`config.mk`:
```
export PLATFORM = sky130hd
export DESIGN_NAME = inst_encoder
export DESIGN_NICKNAME = d
export VERILOG_FILES = /design/src/rtl/inst_encoder.sv
export SDC_FILE = /design/constraint.sdc
export NUM_CORES = 1
export LEC_CHECK = 0
export BUFFER_PORTS_ARGS = -buffer_cell sky130_fd_sc_hd__buf_2
export CORE_AREA = 4 4 154 82
export DETAILED_ROUTE_END_ITERATION = 8
export DIE_AREA = 0 0 158 86
export PLACE_DENSITY_LB_ADDON = 0.2
export SLEW_MARGIN = 0
export SYNTH_ARGS = -nofsm -noshare
export SYNTH_HDL_FRONTEND = slang
export SYNTH_SLANG_ARGS = --single-unit
```
`constraint.sdc`:
```
create_clock -name i_clk -period 2.82 [get_ports i_clk]
set_clock_uncertainty 0.2 [all_clocks]
set_input_delay 0.282 -clock i_clk [delete_from_list [all_inputs] [get_ports i_clk]]
set_output_delay 0.282 -clock i_clk [all_outputs]
set_load 0.05 [all_outputs]
```
`src/rtl/inst_encoder.sv`:
```
// Two-stage RV32I instruction encoder: packs decoded fields into a 32-bit word, range-checks the
// immediate, and tags each emitted word with an incrementing IMEM word address.
module inst_encoder #(
  parameter int unsigned ADDR_W = 10,
  parameter int unsigned ERR_W  = 8
) (
  input  logic              i_clk,
  input  logic              i_reset,
  input  logic              i_clear,
  input  logic              i_valid,
  output logic              o_ready,
  input  logic [2:0]        i_fmt,
  input  logic [6:0]        i_opcode,
  input  logic [4:0]        i_rd,
  input  logic [4:0]        i_rs1,
  input  logic [4:0]        i_rs2,
  input  logic [2:0]        i_funct3,
  input  logic [6:0]        i_funct7,
  input  logic [31:0]       i_imm,
  output logic              o_valid,
  input  logic              i_ready,
  output logic [31:0]       o_inst,
  output logic [ADDR_W-1:0] o_addr,
  output logic              o_err,
  output logic [ERR_W-1:0]  o_err_cnt
);

  localparam logic [2:0]  FmtR = 3'd0;
  localparam logic [2:0]  FmtI = 3'd1;
  localparam logic [2:0]  FmtS = 3'd2;
  localparam logic [2:0]  FmtB = 3'd3;
  localparam logic [2:0]  FmtU = 3'd4;
  localparam logic [2:0]  FmtJ = 3'd5;
  localparam logic [31:0] Nop  = 32'h0000_0013;

  logic        s1_valid;
  logic [2:0]  s1_fmt;
  logic [6:0]  s1_op;
  logic [4:0]  s1_rd;
  logic [4:0]  s1_rs1;
  logic [4:0]  s1_rs2;
  logic [2:0]  s1_f3;
  logic [6:0]  s1_f7;
  logic [31:0] s1_imm;
  logic        s1_err;
  logic        err1;
  logic        s2_load;
  logic        accept;
  logic        hs;
  logic [31:0] enc;

  logic [ADDR_W-1:0] addr_q;
  logic [ADDR_W-1:0] addr_d;
  logic [ERR_W-1:0]  err_cnt_d;

  assign s2_load = !o_valid || i_ready;
  assign o_ready = !s1_valid || s2_load;
  assign accept  = i_valid && o_ready;
  assign hs      = o_valid && i_ready;

  // Immediate must be representable as a sign-extended field of the target format.
  always_comb begin
    err1 = 1'b0;
    case (i_fmt)
      FmtR:       err1 = 1'b0;
      FmtI, FmtS: err1 = !((&i_imm[31:11]) || !(|i_imm[31:11]));
      FmtB:       err1 = !((&i_imm[31:12]) || !(|i_imm[31:12])) || i_imm[0];
      FmtU:       err1 = |i_imm[11:0];
      FmtJ:       err1 = !((&i_imm[31:20]) || !(|i_imm[31:20])) || i_imm[0];
      default:    err1 = 1'b1;
    endcase
  end

  always_ff @(posedge i_clk or posedge i_reset) begin
    if (i_reset) begin
      s1_valid <= 1'b0;
    end else if (accept) begin
      s1_valid <= 1'b1;
    end else if (s2_load) begin
      s1_valid <= 1'b0;
    end
  end

  always_ff @(posedge i_clk) begin
    if (accept) begin
      s1_fmt <= i_fmt;
      s1_op  <= i_opcode;
      s1_rd  <= i_rd;
      s1_rs1 <= i_rs1;
      s1_rs2 <= i_rs2;
      s1_f3  <= i_funct3;
      s1_f7  <= i_funct7;
      s1_imm <= i_imm;
      s1_err <= err1;
    end
  end

  always_comb begin
    enc = Nop;
    case (s1_fmt)
      FmtR:    enc = {s1_f7, s1_rs2, s1_rs1, s1_f3, s1_rd, s1_op};
      FmtI:    enc = {s1_imm[11:0], s1_rs1, s1_f3, s1_rd, s1_op};
      FmtS:    enc = {s1_imm[11:5], s1_rs2, s1_rs1, s1_f3, s1_imm[4:0], s1_op};
      FmtB:    enc = {s1_imm[12], s1_imm[10:5], s1_rs2, s1_rs1, s1_f3, s1_imm[4:1], s1_imm[11],
                      s1_op};
      FmtU:    enc = {s1_imm[31:12], s1_rd, s1_op};
      FmtJ:    enc = {s1_imm[20], s1_imm[10:1], s1_imm[11], s1_imm[19:12], s1_rd, s1_op};
      default: enc = Nop;
    endcase
    if (s1_err) enc = Nop;
  end

  // A word loading alongside a handshake takes the post-increment (or cleared) address.
  always_comb begin
    addr_d    = addr_q;
    err_cnt_d = o_err_cnt;
    if (i_clear) begin
      addr_d    = '0;
      err_cnt_d = '0;
    end else if (hs) begin
      addr_d = addr_q + ADDR_W'(1);
      if (o_err && !(&o_err_cnt)) err_cnt_d = o_err_cnt + ERR_W'(1);
    end
  end

  always_ff @(posedge i_clk or posedge i_reset) begin
    if (i_reset) begin
      o_valid   <= 1'b0;
      o_inst    <= '0;
      o_addr    <= '0;
      o_err     <= 1'b0;
      o_err_cnt <= '0;
      addr_q    <= '0;
    end else begin
      addr_q    <= addr_d;
      o_err_cnt <= err_cnt_d;
      if (s2_load) begin
        o_valid <= s1_valid;
        if (s1_valid) begin
          o_inst <= enc;
          o_err  <= s1_err;
          o_addr <= addr_d;
        end
      end
    end
  end

endmodule

```
# Word level (Yosys, flattened, before mapping)
# Cells that the tools add are included.
# Widths: inputs -> output; s select.
[op_classes]
addsub = 2
mul = 0
div = 0
n_lt_le_gt_ge = 0
eq_ne = 10
shift = 0
mux = 10
bitwise_logic = 0
reduce_logical = 35
[op_table]
columns = ["op", "count"]
rows = [
  ["$pmux 32 s6", 1],
  ["$mux 32", 1],
  ["$mux 8", 3],
  ["$reduce_or 12->1", 2],
  ["$reduce_and 21->1", 1],
  ["$reduce_or 21->1", 1],
  ["$mux 10", 2],
  ["$reduce_and 20->1", 1],
  ["$reduce_or 20->1", 1],
  ["$eq 3x2->1 const B", 4],
  ["$eq 3x3->1 const B", 4],
  ["$reduce_and 12->1", 1],
  ["$add 10x1->10 const B", 1],
  ["$logic_not 1->1", 9],
  ["$add 8x1->8 const B", 1],
  ["$reduce_and 8->1", 1],
  ["$logic_or 1x1->1", 7],
  ["$eq 3x1->1 const B", 2],
  ["$logic_not 3->1", 2],
  ["$reduce_bool 2->1", 3],
  ["$pmux 1 s5", 1],
  ["$reduce_and 2->1", 2],
  ["$logic_and 1x1->1", 3],
  ["$mux 1", 2],
  ["$reduce_or 2->1", 1],
]
[word_totals]
ff_bits = 131
latchBits = 0
ram_bits = 0
rom_bits = 0
in_bits = 72
out_inout_bits = 53
word_cells = 73
memories = 0

# Longest topological paths before layout
[logic_depth]
depth_word = 6
mapped_depth = 7

# Worst setup path after synthesis
# OpenSTA, ideal clock, no wires.
[synth_path]
path_kind = "register to register"
startpoint = "reg o_valid"
endpoint = "reg s1_err (enable)"
setup_ns = 0.433
arrival_ns = 2.801
required_time_ns = 2.187
path_slack_ns = -0.614
stages_incl_launch_ff = 3
period_less_slack_ns = 3.434
cell_sequence = "dfrtp_1 > nand3b_1 > and2_1"
[synth_between]
elab_chain_len = 4
[synth_lines]
columns = ["item", "line_no", "rtl"]
rows = [
  ["start: declaration", "20", "output logic o_valid,"],
  ["start signal: assignment", "138", "o_valid <= s1_valid;"],
  ["$logic_not 1->1", "56", "assign s2_load = !o_valid || i_ready;"],
  ["$logic_or 1x1->1", "56", ""],
  ["$logic_or 1x1->1", "57", "assign o_ready = !s1_valid || s2_load;"],
  ["named net o_ready", "11", "output logic o_ready,"],
  ["$logic_and 1x1->1", "58", "assign accept = i_valid && o_ready;"],
  ["named net accept", "48", "logic accept;"],
  ["end signal: assignment", "94", "s1_err <= err1;"],
  ["end: declaration", "45", "logic s1_err;"],
]
# The timed path passes the listed nets, and every way through them passes these cells.
# A chain may end at the register's enable or synchronous reset.

# Worst setup path in the final report
[layout_path]
startpoint = "in i_imm[13]"
endpoint = "reg s1_err (data pin)"
[layout_between]
elab_chain_len = 6
elab_cells_between_ends = 12
classes_between = "mux: 1; reduce/logical: 11"
[layout_lines]
columns = ["item", "line_no", "rtl"]
rows = [
  ["start: declaration", "19", "input logic [31:0] i_imm,"],
  ["$reduce_or 20->1", "67", "FmtB: err1 = !((&i_imm[31:12]) || !(|i_imm[31:12])) || i_imm[0];"],
  ["$logic_not 1->1", "67", ""],
  ["$logic_or 1x1->1", "67", ""],
  ["$logic_not 1->1", "67", ""],
  ["$logic_or 1x1->1", "67", ""],
  ["$pmux 1 s5 (*)", "64", "case (i_fmt)"],
  ["named net err1", "46", "logic err1;"],
]
# Mark *: on every way through the listed nets, which the timed path passes. The rest lies on a longest branch.

==> flow_metrics.tcl <==
set metrics [dict create \
    critPathMaxStageDelay_ns 0.55 \
    wire_per_inst_um 18.5 \
    cts_tree "built" \
    tns_ns 0 \
    min_path_type "input pin to flip-flop" \
    antenna_found_initial 0 \
    initial_core_util_pct 46.2 \
    fp.dieH_um 86 \
    startpoint_type "input pin" \
    route.detailed.drc 0 \
    totalWireLength_mm 14.2 \
    ctsHtreeMaxLevel 4 \
    dp_slack_ns 0.790 \
    path_max_fanout 3 \
    die_x_um 158 \
    coreArea_um2 11400 \
    cp.arrival_ns 2.25 \
    powerDensity_nw_per_um2 699 \
    ys_types 46 \
    fin_crit_sh_pct 81.1 \
    timing.critical_path.to_type "flip-flop" \
    fin_ws_ns 0.532 \
    grt.total_usage_pct 21.6 \
    dr.pass1.iters 5 \
    ys_ff_latch 131 \
    grt_overflow 0 \
    path_clk_slew_ns 0.05 \
    power_frac_clock_pct 43.1 \
    required_ns 2.78 \
    yosys-top-cells-area "edfxtp_1, dfrtp_1, nand2_1" \
    io_buffers 124 \
    final_hold_viol_count 0 \
    max_clock_freq_mhz 437 \
    syn_nets 482 \
    relSlewSlack_pct 35.7 \
    worstHoldStart "i_ready" \
    fill_cells 884 \
    cts_buffers 17 \
    crit_buf_inv 2 \
    vdd_drop_max_v 0.000440 \
    rows 28 \
    synth_top_cell_by_area "edfxtp_1" \
    nets 680 \
    path_class "input pin to flip-flop" \
    tightest_slew_ns 0.961 \
    drt_iter0_markers 425 \
    grt_pass1_wl_mm 22.0 \
    p_int_mw 3.81 \
    syn_to_final_growth_pct 39.3 \
    dp.final_hpwl_mm 9.54 \
    reg2reg_from "s1_fmt[1]" \
    p_seq_share_pct 43.6 \
    setup_viol 0 \
    cp_cell_sequence "dlygate4sd3_1 -> buf_2 -> nor4_1 -> nand2_1 -> nor4_2 -> o41ai_1 -> a41o_1" \
    cts_root_buf "clkbuf_16" \
    synth_ff_type "edfxtp_1" \
    grt_pass1_vias 4056 \
    ys_warn_count 0 \
    rsz0062_at_grt "false" \
    cts_setup_buffers 0 \
    swShare_pct 25.6 \
    final_util_pct 64.3 \
    maxCapViolations 0 \
    timing.critical_path.from "i_imm[13]" \
    netlist_area_um2 5260 \
    combinationalPowerShare_pct 13.3 \
    gp_congestion 0.862 \
    ys_seq_area_share_pct 68.8 \
    seqCellArea_um2 3620 \
    vias 4083 \
    die-area_um2 13600 \
    synth_edf_count 68 \
    via_per_inst 5.31 \
    num_antenna_cells 0 \
    ctsLongestPathBuffers 2 \
    postRouteAntennaNets 0 \
    synthCells 408 \
    p_sw_mw 1.31 \
    crit_family "simple AND/OR/NAND/NOR gates" \
    io_pins 125 \
    p_leak_nw 3.13 \
    clock_latency_ns 0.40 \
    postSynthAreaPerCell_um2 12.9 \
    status "finished, final reports clean" \
    synth_top_area_share_pct 38.8 \
    cpMaxStageDelayCell "dlygate4sd3_1" \
    grt_max_degree 69 \
    drive_above_1_share_pct 27.3 \
    slew_viol_final 0 \
    min_period_ns 2.29 \
    multi_input_area_um2 1530 \
    clock-sinks 131 \
    finalPower_mw 5.12 \
    synthArstFlopShare_pct 48.1 \
]
## logic make-up after synthesis
logic type / synth area share (%)
muxes: 1.19
and+or+nand+nor: 12.0
AOI/OAI and AO/OA: 12.8
DFF: 68.8
xor gates and xnor gates: 2.50
buffers and inverters: 2.26
adders and majority gates: 0.476
## synthesized netlist by cell type (2+ instances only)
library cell,instances
edfxtp_1,68
dfrtp_1,63
nand2_1,46
nor2_1,27
a22oi_1,22
o21ai_0,20
a21oi_1,18
nor2b_1,11
a22o_1,10
clkbuf_1,9
xnor2_1,9
buf_2,8
o31ai_1,8
nand3_1,7
nand4_1,7
nor3_1,7
nor4_1,7
inv_1,6
o22ai_1,6
xor2_1,6
mux2i_1,4
and2_1,3
and3_1,3
buf_1,3
nand2b_1,3
o22a_1,3
or3_1,3
ha_1,2
mux2_2,2
## worst min-delay path, delay by kind of cell
family                 cells  cell delay (ns)
buffers and inverters      1             0.09
and+or+nand+nor            2             0.21
## repair_timing
item                       4_1_cts  5_1_grt
setup endpoints to repair        0        0
hold endpoints to repair        91        0
hold buffers                    69        0
resized for setup                0        0
## routing by layer
metal	wire (um)	GRT usage, %
met3	1330	5.65
met4	235	7.59
met1	6700	32.8
met2	5940	30.0
met5	0	0
## cell type report
class	count	area share, %
sequential	131	49.4
clock buffer	21	6.29
clock inverter	11	1.83
multi-input combinational	250	20.8
tap	150	2.56
inverter	6	0.307
timing repair buffer	200	18.8
## power by group through the flow
| stage | Sequential [mW] | Clock [mW] | Combinational [mW] |
|---|---|---|---|
| finish | 2.23 | 2.21 | 0.680 |
| detailed placement | 2.27 | 0 | 0.605 |
| global placement | 2.26 | 0 | 0.594 |
| global route | 2.25 | 2.33 | 0.730 |
| floorplan | 2.44 | 0 | 0.215 |
| CTS | 2.23 | 2.24 | 0.679 |
## flip-flops by register name, indices dropped and copies added (netlist names), 7 cells and up
name       cells
s1_f7          7
addr_q        10
o_addr        10
o_err_cnt      8
o_inst        32
s1_op          7
s1_imm        32
## layout by cell type, fill, tap and decap left out, types with 9 or more instances in the layout
cell type	synthesis	layout
a22o_1	10	10
edfxtp_1	68	68
o21ai_0	20	20
clkbuf_16	0	17
dlygate4sd3_1	0	69
nor2b_1	11	11
buf_2	8	124
a22oi_1	22	22
xnor2_1	9	9
nand2_1	46	45
nor2_1	27	27
a21oi_1	18	18
dfrtp_1	63	63
## through the flow
step                      hold WS, ns  area (um^2)  cells
after detailed placement        0.168         6040    668
after global routing           0.0421         7330    769
final                          0.0248         7330    769
after CTS                      0.0177         7330    769
after global placement          0.165         6040    668
after floorplan                 0.181         5260    408
## path summary, 6_finish.rpt
| check | endpoint | slack [ns] | cells after the start |
|---|---|---|---|
| worst max-delay path | s1_err | 0.53 | 7 |
| worst min-delay path | s1_valid | 0.02 | 3 |
| worst max register to register | o_inst[18] | 0.80 | 4 |
| worst min register to register | o_inst[1] | 0.26 | 1 |
| max in group asynchronous | o_inst[10] | 1.40 | 4 |
| min in group asynchronous | o_err_cnt[2] | 0.28 | 3 |
(Power assumes the default switching activity.)
